<file path="src/rtl/seg_nibble_scroller.sv">
// Scrolls a latched multi-nibble word into a single-digit 7-seg decoder, MS nibble first,
// with a dwell and a blank gap per nibble. Optional macro SCROLL_LOOP_EN repeats the word.
module seg_nibble_scroller #(
  parameter int NIBBLES      = 4,
  parameter int DWELL_CYCLES = 1000,
  parameter int BLANK_CYCLES = 250
) (
  input  logic                 clk,
  input  logic                 rst_n,
  input  logic                 load_i,
  input  logic [4*NIBBLES-1:0] data_i,
  output logic [4:0]           value_o,
  output logic                 blank_o,
  output logic                 busy_o,
  output logic                 done_o
);

  localparam int W    = 4 * NIBBLES;
  localparam int TMAX = (DWELL_CYCLES > BLANK_CYCLES) ? DWELL_CYCLES : BLANK_CYCLES;
  localparam int TW   = $clog2(TMAX + 1);
  localparam int IW   = (NIBBLES > 1) ? $clog2(NIBBLES) : 1;

  localparam logic [IW-1:0] LAST    = IW'(NIBBLES - 1);
  localparam logic [TW-1:0] DW_LAST = TW'(DWELL_CYCLES - 1);
  localparam logic [TW-1:0] BL_LAST = TW'(BLANK_CYCLES - 1);

  generate
    if (NIBBLES < 1 || DWELL_CYCLES < 1 || BLANK_CYCLES < 1) begin : g_bad_param
      $error("seg_nibble_scroller: NIBBLES, DWELL_CYCLES and BLANK_CYCLES must be >= 1");
    end
  endgenerate

  typedef enum logic [1:0] {IDLE, SHOW, GAP} state_t;

  state_t        state_q, state_d;
  logic [IW-1:0] idx_q, idx_d;
  logic [TW-1:0] tmr_q, tmr_d;
  logic [W-1:0]  shadow_q, shadow_d;
  logic [4:0]    value_d;
  logic          blank_d, busy_d, done_d;

  always_ff @(posedge clk or negedge rst_n) begin
    if (!rst_n) begin
      state_q  <= IDLE;
      idx_q    <= '0;
      tmr_q    <= '0;
      shadow_q <= '0;
      value_o  <= 5'h00;
      blank_o  <= 1'b1;
      busy_o   <= 1'b0;
      done_o   <= 1'b0;
    end else begin
      state_q  <= state_d;
      idx_q    <= idx_d;
      tmr_q    <= tmr_d;
      shadow_q <= shadow_d;
      value_o  <= value_d;
      blank_o  <= blank_d;
      busy_o   <= busy_d;
      done_o   <= done_d;
    end
  end

  // Outputs are derived from the next state so they are registered with no extra lag.
  always_comb begin
    state_d  = state_q;
    idx_d    = idx_q;
    tmr_d    = tmr_q + 1'b1;
    shadow_d = shadow_q;
    done_d   = 1'b0;

    if (load_i) begin
      shadow_d = data_i;
      state_d  = SHOW;
      idx_d    = LAST;
      tmr_d    = '0;
    end else begin
      case (state_q)
        IDLE: tmr_d = '0;
        SHOW: begin
          if (tmr_q == DW_LAST) begin
            state_d = GAP;
            tmr_d   = '0;
          end
        end
        GAP: begin
          if (tmr_q == BL_LAST) begin
            tmr_d = '0;
            if (idx_q != '0) begin
              state_d = SHOW;
              idx_d   = idx_q - 1'b1;
            end else begin
`ifdef SCROLL_LOOP_EN
              state_d = SHOW;
              idx_d   = LAST;
`else
              state_d = IDLE;
              done_d  = 1'b1;
`endif
            end
          end
        end
        default: begin
          state_d = IDLE;
          tmr_d   = '0;
        end
      endcase
    end

    blank_d = (state_d != SHOW);
    busy_d  = (state_d != IDLE);
    value_d = value_o;
    if (state_d == SHOW)
      value_d = {idx_d == LAST, shadow_d[{idx_d, 2'b00} +: 4]};
  end

endmodule

</file>
<file path="config.mk">
export PLATFORM = sky130hd
export DESIGN_NAME = seg_nibble_scroller
export DESIGN_NICKNAME = d
export VERILOG_FILES = /design/src/rtl/seg_nibble_scroller.sv
export SDC_FILE = /design/constraint.sdc
export NUM_CORES = 1
export LEC_CHECK = 0
export ABC_AREA = 1
export CAP_MARGIN = 15
export CORE_AREA = 2 2 97 52
export CTS_CLUSTER_DIAMETER = 200
export DETAILED_ROUTE_END_ITERATION = 6
export DIE_AREA = 0 0 99 54
export GPL_TIMING_DRIVEN = 0
export PLACE_DENSITY = 0.73
export REMOVE_ABC_BUFFERS = 1
export SLEW_MARGIN = 40
export SYNTH_ARGS = -nofsm -noshare
export SYNTH_HDL_FRONTEND = slang
export SYNTH_SLANG_ARGS = --single-unit
</file>
<file path="constraint.sdc">
create_clock -name clk -period 1.7 [get_ports clk]
set_input_delay 0.51 -clock clk [delete_from_list [all_inputs] [get_ports clk]]
set_output_delay 0.51 -clock clk [all_outputs]
set_load 0.02 [all_outputs]
</file>
# --- Yosys cells after proc, flatten, opt, wreduce, memory -nomap -nowiden ---
# Cells that the tools add are included.
word_totals:
  inputBits: 19
  regBits: 38
  elab_cells: 39
classes:
  mux: 18
  n_addsub: 2
  n_eq_ne: 7
  n_shift: 1
  reduce_logical: 3
op_table:
  columns: ["cell", "n"]
  rows:
  - ["$mux W10", 3]
  - ["$pmux W10 S2", 1]
  - ["$mux W16", 1]
  - ["$shiftx A16 B5 Y4", 1]
  - ["$mux W2", 7]
  - ["$add A10 B1 Y10 const B", 1]
  - ["$eq A10 B10 Y1 const B", 1]
  - ["$eq A10 B8 Y1 const B", 1]
  - ["$pmux W2 S3", 1]
  - ["$mux W1", 5]
  - ["$eq A2 B1 Y1 const B", 2]
  - ["$eq A2 B2 Y1 const B", 2]
  - ["$reduce_bool A2 Y1", 2]
  - ["$logic_not A2 Y1", 1]
  - ["$ne A2 B1 Y1 const B", 1]
  - ["$sub A2 B1 Y2 const B", 1]

# --- Longest topological paths before layout ---
# Gate-level depths: netlist of run 1.
logic_depth:
  depth_word: 6
  depth_mapped: 14
  ltp_nobuf: 14

# --- Worst setup path after synthesis of run 1 ---
# Ideal clock, no wire load.
synth_timing:
  kind: "input -> register"
  from: "in load_i"
  to: "reg value_o[3]"
  n_path_buf: 2
  setup_slack_ps: 98
  t_required_ps: 1584
  path_stages: 10
  arrival_time_ps: 1486
  cell_sequence: "buf_4 > inv_2 > clkbuf_1 > or2_2 > o21ai_1 > nand3_1 > nand3_1 > nand2_1 > nand2_1 > nand2_1"
synth_between:
  elab_chain_cells: 2
synth_rtl:
  columns: ["item", "line_no", "rtl"]
  rows:
  - ["start: declaration", "10", "input logic load_i,"]
  - ["$mux W16 or $mux W2 (tied branches)", "72", "if (load_i) begin"]
  - ["$shiftx A16 B5 Y4 or $eq A2 B1 Y1 (tied branches)", "114, 113", null]
  - ["end signal: assignment", "57", "value_o <= value_d;"]
  - ["end: declaration", "12", "output logic [4:0] value_o,"]
# Parallel ways exist; a longest one is shown, timed or not.
# A chain may end at the register's enable or synchronous reset.

# --- Worst setup path after layout of run 1 ---
layout_timing:
  from: "reg tmr_q[1]"
  to: "reg value_o[0]"
layout_between:
  elab_chain_cells: 5
layout_rtl:
  columns: ["item", "line_no", "rtl"]
  rows:
  - ["start: declaration", "37", "logic [TW-1:0] tmr_q, tmr_d;"]
  - ["start signal: assignment", "55", "tmr_q <= tmr_d;"]
  - ["$eq A10 B8 Y1 or $eq A10 B10 Y1 (tied branches)", "87, 81", null]
  - ["$mux W2 (on tied branches)", "87, 81", null]
  - ["$mux W2 or $pmux W2 S3 (tied branches)", "78", "case (state_q)"]
  - ["$mux W2", "72", null]
  - ["$shiftx A16 B5 Y4 or $eq A2 B1 Y1 (tied branches)", "114, 113", null]
# Parallel ways exist; a longest one is shown, timed or not.

==> results of run 1 <==
==> cell families (layout without fill, tap and decap cells) <==
family / Yosys count / in the layout
AOI/OAI and AO/OA: 22 / 23
DFF: 38 / 38
xor gates and xnor gates: 3 / 3
adders and majority gates: 6 / 6
and+or+nand+nor: 123 / 124
buffers and inverters: 39 / 79
==> per-stage QoR <==
stage / cell area [sq um] / worst slack, ns / hold slack [ns]
global route: 2709 / -0.1899 / 0.2081
CTS: 2511 / -0.06907 / 0.1874
detailed placement: 2268 / -1.074 / 0.4571
global placement: 2271 / -1.063 / 0.4539
floorplan: 1936 / 0.1270 / 0.2144
finish: 2709 / -0.06821 / 0.1753
==> power groups by stage <==
stage / registers, uW / clock network, uW / logic (uW)
finish: 973 / 957 / 222
global route: 978 / 1020 / 247
CTS: 968 / 980 / 201
detailed placement: 986 / 0 / 200
global placement: 985 / 0 / 198
floorplan: 994 / 0 / 85.0
==> worst reg2reg max path, delay by kind of cell, from the launching register on <==
family	cells	cell delay, ns
simple gates	8	0.62
buf+inv	2	0.25
fa+ha+maj	1	0.14
flops	1	0.44
compound gates	1	0.23
==> placed cells by master (no fill, tap or decap), types with 2 or more instances in the layout <==
cell type and count:
bufinv_16 2, nand2_2 14, a21oi_1 2, xor2_1 2, dlygate4sd2_1 8, a21oi_4 2, nand3_2 13, ha_4 3
nor3b_1 2, nand3_1 11, nand2_1 32, inv_1 26, nor2_2 3, nor3_1 4, nor2_4 4, or2_1 2
o21ai_1 7, nand2_4 6, clkdlybuf4s50_1 16, clkbuf_8 6, buf_4 9, o21ai_0 11, dfrtp_1 36, ha_1 3
nor2_1 15, or2_2 14, inv_4 2, inv_2 7, buf_6 2
==> what timing repair did <==
action / 4_1_cts / 5_1_grt
gates resized for setup: 30 / 38
setup endpoints to repair: 45 / 17
gates cloned: 2 / 0
hold buffers: 0 / 0
pin swaps: 15 / 25
setup buffers: 5 / 5
==> per-layer routing <==
layer	up-vias	track usage (%)
met3	5	5.065
met4	0	5.708
li1	811	-
met5	-	0
met1	773	25.42
met2	46	25.11
==> worst max path at each step <==
stage | endpoint | slack (ns) | startpoint | depth (start not counted)
detailed placement | value_o[1]$_DFFE_PN0N_ | -1.07 | load_i | 9
global route | value_o[3]$_DFFE_PN0N_ | -0.19 | tmr_q[1]$_DFF_PN0_ | 13
CTS | value_o[2]$_DFFE_PN0N_ | -0.07 | tmr_q[1]$_DFF_PN0_ | 12
floorplan | value_o[0]$_DFFE_PN0N_ | 0.13 | state_q[0]$_DFF_PN0_ | 11
global placement | value_o[0]$_DFFE_PN0N_ | -1.06 | load_i | 9
finish | value_o[0]$_DFFE_PN0N_ | -0.07 | tmr_q[1]$_DFF_PN0_ | 12
==> sequential cells by signal, indices dropped and copies added (netlist names) <==
name,cells
blank_o,1
busy_o,1
done_o,1
idx_q,2
shadow_q,16
state_q,2
tmr_q,10
value_o,5
==> synthesized netlist by cell type <==
library cell	instances	share of area [%]
dfstp_2	1	1.3
nand2_1	47	9.0
nand3_4	1	0.89
a21oi_4	1	0.83
nand2_2	3	0.96
xnor2_1	1	0.45
a221oi_1	1	0.45
ha_1	6	3.8
o21ai_0	11	2.8
nor2_1	16	3.1
o21ai_1	7	1.8
nor2_4	2	1.2
or2_2	14	4.5
nand3_1	24	6.1
nand4_1	1	0.32
clkbuf_1	2	0.38
nor3_1	4	1.0
or2_1	2	0.64
inv_1	30	5.8
nand4_4	1	1.1
a21oi_1	2	0.51
xor2_1	2	0.89
nand2_4	2	1.2
dfrtp_1	37	47
nor3b_1	2	0.77
clkinv_1	1	0.19
buf_4	2	0.77
inv_2	4	0.77
nor2_2	4	1.3
==> layout make-up <==
class	instances	area (sq um)	share of cell area [%]
Tap cell	60	75.07	2.771
Sequential cell	38	953.4	35.20
Clock inverter	2	60.06	2.217
Inverter	35	136.4	5.035
Multi-Input combinational cell	156	1061	39.17
Timing Repair Buffer	36	340.3	12.56
Clock buffer	6	82.58	3.048
==> results.md, run 1 <==
- Detailed Routing Iterations Pass 1: 5
- Slowest cell on crit path: dfrtp_1
- Die height: 54 um
- # IOs: 27
- Flop pwr share: a little under half
- Worst-margin pin slew: just under 0.5 ns
- RSZ-0062 raised after global routing: true
- Post-Synth Adder-Cell Area: around 3.8%
- Layout Nets: just under 300
- Largest net degree at the start of global routing: 39
- Violation count after the first detailed-route iteration: roughly 110
- Net Switching: between 400 and 500 uW
- Vias post-DR: roughly 1600
- CTS tree: built
- Sequential share of the synthesized area: about half
- Worst path max stage delay: between 0.4 and 0.5 ns
- Pwr per Cell Area: 794.4 nW/um^2
- Largest family of logic cells by synthesized area: simple AND/OR/NAND/NOR gates
- Final setup TNS: -0.2343 ns
- Buf/Inv on CP: 2
- R2R setup slack: -0.07 ns
- M1 wire length: 2376 um
- H-tree levels: 2
- Remaining DRCs: 0
- R2r endpoint: value_o[0]$_DFFE_PN0N_
- Layout Skew: between 0.009 and 0.01 ns
- Violated checks: negative setup slack
- GRT Total Usage: between 15 and 20%
- Post-DR wirelength/cell: ~14 um
- Internal power: 1674 uW
- Worst Path Required: between 1.5 and 2 ns
- Clock insertion delay at the later pin of the skew report: ~0.30 ns
- TritonCTS Sinks: 38
- CP most frequent cell: nand2_1
- Core area: about 4600 sq um
- Antenna Cells: 0
- Seq cells post-synth: 38
- Setup Crit Path Kind: flip-flop to flip-flop
- Max Buffers Root-to-Sink: 2
- Final Hold Fails: 0
- Final WL: around 4600 um
- Critical path cell sequence: inv_2 -> ha_4 -> nand2_4 -> nor2_4 -> nand4_4 -> a21oi_4 -> buf_4 -> nand3_1 -> nand3_2 -> nand2_1 -> nand2_1 -> nand2_1
- Setup WS post-layout: -0.06821 ns
- Largest delay contributor family on the critical path: simple AND/OR/NAND/NOR gates
- Setup Viol. Count Final: 6
- Final GP Congestion: 0.8234
- Vias in the first global route: between 1000 and 1500
- Final core utilization: around three fifths
- FMAX: approximately 570 MHz
- Net Sw Frac: about 22%
- CP arrival: 1.96 ns
- Post-synthesis share of cell area spent on xor and xnor gates: ~1.3%
- Initial antenna violation count: 0
- Worst Path Max Fanout: 4
- Via density: between 4 and 5
- Yosys warning count: 0
- Critical path launch point type: flip-flop
- IO buf count: 26
- Reg2Reg Depth: 12
- Combinational share of power: between 10% and 20%
- Area of the die: ~5300 sq um
- Initial Utilization: a little over two fifths
- CTS Buf Count: 5
- Cells after DPL: around 310
- Fraction of the mapped netlist area in simple logic gates: roughly a third
- FP Rows: 18
- Met2 WL: 1947 um
- Final max-slew violation count: 0
- Die width: 99 um
- Max VDD drop: between 0.0004 and 0.0005 V
- Root buffer cell: clkbuf_8
- Non-filler cells in the finished layout: around 330
- Hpwl dp: 2823 um
- Fillers: slightly above 400
- Max Cap Viol: 0
- Compound-Gate Fraction of Synth Area: 6.390%
- R2R Path Start: tmr_q[1]$_DFF_PN0_
- Synth cell types: 29
- Outcome: finished with violations
- Relative slew slack: between 60% and 70%
- Overall Power: 2152 uW
- First-pass GRT wire length: roughly 7000 um
- Post-synthesis cell area: 1958 sq um
- Top Layer Used: met4
- Layout cell share with drive strength beyond 1: around a third
- Reg clk slew, reported paths: around 0.080 ns
- Syn avg cell area: 8.477 sq um
- Hold WC Path Type: input port to asynchronous set/reset pin
- Gr ovfl total: 0
- Minimum clock period after layout: approximately 1.8 ns
- P&R area growth vs syn: 38.34%
- Share of total power in the clock network: between 40% and 50%
- Crit end category: flip-flop
- Post-route ant nets: 0
- Met3 WL: a little under 200 um
- Tcrit/Tclk final: 104.0%
- Leak: roughly 0.0012 uW
- Mapped Cells: 231
- Post-synthesis mux area share: 0%
Power figures use the tool's default switching activity.
==> inputs of run 2 (changes only) <==
CORE_AREA = 2 2 69 71   (was 2 2 97 52)
DIE_AREA = 0 0 71 73   (was 0 0 99 54)
PLACE_DENSITY = 0.71   (was 0.73)
clock period = 2.1 ns   (was 1.7 ns; I/O delays follow)
==> run 2 against run 1 <==
  * The flow now finishes without violations
  * Highest routed layer unchanged
  * Combinational power is 29% lower
  * Clock power is 46% lower
  * Core utilization is 6.9 points lower
  * Critical path depth is 11 lower
  * Via count is 6.1% lower
  * Design area is 13% lower
==> results.md, run 2 (synthesis gave the netlist of run 1 again) <==
- Outcome: finished clean (was finished with violations)
- Largest delay contributor family on the critical path: buffers and inverters (was simple AND/OR/NAND/NOR gates)
- Buf/Inv on CP: 1 (was 2)
- TritonCTS Sinks: 38 (unchanged)
- Max Buffers Root-to-Sink: 2 (unchanged)
- Worst Path Required: 1.47 ns (was 1.89 ns)
- Worst hold margin: 0.3068 ns (was 0.1753 ns)
- FP Rows: 25 (was 18)
- RSZ-0062 raised after global routing: false (was true)
- GRT Total Usage: 16.74% (was 17.51%)
- IO buf count: 26 (unchanged)
- Hpwl dp: 2624 um (was 2823 um)
- Crit end category: output port (was flip-flop)
- Antenna Cells: 0 (unchanged)
- Vias post-DR: 1536 (was 1635)
- Share of total power in the clock network: 35.6% (was 44.5%)
- Clock insertion delay at the later pin of the skew report: 0.29 ns (was 0.30 ns)
- Layout Skew: 0.008987 ns (was 0.009916 ns)
- Final GP Congestion: 0.8237 (was 0.8234)
- Flop pwr share: 53.6% (was 45.2%)
- Layout Nets: 285 (was 297)
- Leak: 0.001061 uW (was 0.001199 uW)
- Final Hold Fails: 0 (unchanged)
- Non-filler cells in the finished layout: 315 (was 333)
- Initial Utilization: 43.17% (was 42.41%)
- Setup Crit Path Kind: flip-flop to output port (was flip-flop to flip-flop)
- Core area: 4536 sq um (was 4617 sq um)
- Area of the die: 5183 sq um (was 5346 sq um)
- R2R setup slack: 0.29 ns (was -0.07 ns)
- Overall Power: 1464 uW (was 2152 uW)
- # hold bufs at CTS: 0 (unchanged)
- Violation count after the first detailed-route iteration: 91 (was 105)
- Setup WS post-layout: 0.07663 ns (was -0.06821 ns)
- H-tree levels: 2 (unchanged)
- Place WS: -0.8103 ns (was -1.074 ns)
- Internal power: 1107 uW (was 1674 uW)
- Remaining DRCs: 0 (unchanged)
- Final core utilization: 51.75% (was 58.67%)
- Root buffer cell: clkbuf_8 (unchanged)
- Final max-slew violation count: 0 (unchanged)
- Cells after DPL: 307 (was 313)
- FMAX: ~500 MHz
- Final WL: 3724 um (was 4579 um)
- Gr ovfl total: 0 (unchanged)
- Worst-margin pin slew: 0.4971 ns (was 0.4923 ns)
- Initial antenna violation count: 0 (unchanged)
- Post-route ant nets: 0 (unchanged)
- CP arrival: 1.39 ns (was 1.96 ns)
- Max Cap Viol: 0 (unchanged)
- Net Switching: 356.7 uW (was 477.8 uW)
- Net Sw Frac: 24.36% (was 22.20%)
- Commonest cells after routing, fill and taps aside: nand2_1, dfrtp_1, inv_1 (was dfrtp_1, nand2_1, inv_1)
- Worst path max stage delay: 0.59 ns (was 0.44 ns)
- Critical path cell sequence: clkdlybuf4s50_1 (was inv_2 -> ha_4 -> nand2_4 -> nor2_4 -> nand4_4 -> a21oi_4 -> buf_4 -> nand3_1 -> nand3_2 -> nand2_1 -> nand2_1 -> nand2_1)
- Slowest cell on crit path: clkdlybuf4s50_1 (was dfrtp_1)
- Relative slew slack: 66.86% (was 67.18%)
- Worst Path Max Fanout: 1 (was 4)
- Most flop-heavy register: shadow_q (unchanged)
- CTS Buf Count: 5 (unchanged)
- # IOs: 27 (unchanged)
- Die height: 73 um (was 54 um)
- Via density: 4.876 (was 4.910)
- Most common cell after layout, fill and taps aside: nand2_1 (was dfrtp_1)
- Minimum clock period after layout: approximately 2 ns
- Pwr per Cell Area: 623.7 nW/um^2 (was 794.4 nW/um^2)
- Reg clk slew, reported paths: 0.08 ns (about the same)
- First-pass GRT wire length: 6879 um (was 7003 um)
- Max VDD drop: 0.0003113 V (was 0.0004545 V)
- Layout cell share with drive strength beyond 1: 16.09% (was 34.07%)
- P&R area growth vs syn: 19.87% (was 38.34%)
- Vias in the first global route: 1579 (was 1458)
- Detailed Routing Iterations Pass 1: 4 (was 5)
- Setup Viol. Count Final: 0 (was 6)
- Largest register FFs: 16 (unchanged)
- Die width: 71 um (was 99 um)
- Largest net degree at the start of global routing: 39 (unchanged)
- Combinational share of power: 10.8% (was 10.3%)
- CTS tree: built (unchanged)
- Tcrit/Tclk final: roughly 96%
- Post-DR wirelength/cell: 11.82 um (was 13.75 um)
- Largest registers: shadow_q x16, tmr_q x10, value_o x5 (unchanged)
- Critical path launch point type: flip-flop (unchanged)
- Fillers: 432 (was 409)
- Hold WC Path Type: input port to asynchronous set/reset pin (unchanged)
-- run 2: cell count changes in the layout (fill, tap and decap cells not counted), sizes merged, moves of 2 or more --
| cell | previous run | this run |
|---|---|---|
| buf | 12 | 2 |
| bufinv | 2 | 0 |
| clkinv | 0 | 2 |
| clkdlybuf4s50 | 16 | 24 |
| dlygate4sd2 | 8 | 0 |
-- run 2: stage by stage --
step | area [sq um] | setup TNS, ns
2_1_floorplan | 1936 | 0
6_report | 2347 | 0
4_1_cts | 2354 | 0
5_1_grt | 2347 | 0
3_5_place_dp | 2261 | -18.05
3_3_place_gp | 2263 | -36.98
-- run 2: final cells by class --
type	count	area, sq um	area share (%)
clock buffer	7	86.33	3.678
clock inverter	1	5.005	0.2132
inverter	35	131.4	5.597
multi-input combinational	154	852.1	36.30
sequential	38	952.2	40.57
tap	54	67.56	2.878
timing repair buffer	26	252.7	10.77
-- run 2: what timing repair did --
item,4_1_cts,5_1_grt
setup buffers,0,0
setup endpoints to repair,33,4
gates cloned,0,0
gates resized for setup,3,2
-- run 2: power groups by stage --
stage          Clock (uW)  Combinational, uW  Sequential (uW)
2_1_floorplan           0               68.8              804
3_3_place_gp            0                159              797
3_5_place_dp            0                162              799
4_1_cts               535                162              784
5_1_grt               555                182              788
6_report              521                158              784
-- run 2: final timing paths --
kind,from,to,cells past startpoint
setup / recovery,blank_o$_DFF_PN1_,blank_o,1
hold / removal,rst_n,shadow_q[0]$_DFF_PN0_,1
setup reg to reg,state_q[0]$_DFF_PN0_,value_o[0]$_DFFE_PN0N_,11
hold reg to reg,shadow_q[8]$_DFF_PN0_,shadow_q[8]$_DFF_PN0_,2
max in group asynchronous,rst_n,blank_o$_DFF_PN1_,1
min in group clk,shadow_q[8]$_DFF_PN0_,shadow_q[8]$_DFF_PN0_,2
-- run 2: metal layers --
metal  GRT usage, %  share of wire [%]
met1          21.33                 47
met4          5.031                1.4
met5              0                  0
met2          28.56                 48
met3          3.867                4.0
==> inputs of run 3 (changes only) <==
CAP_MARGIN = 10   (was 15)
==> results of run 3 <==
No change in the layout: final DEF, timing and power equal those of run 2.
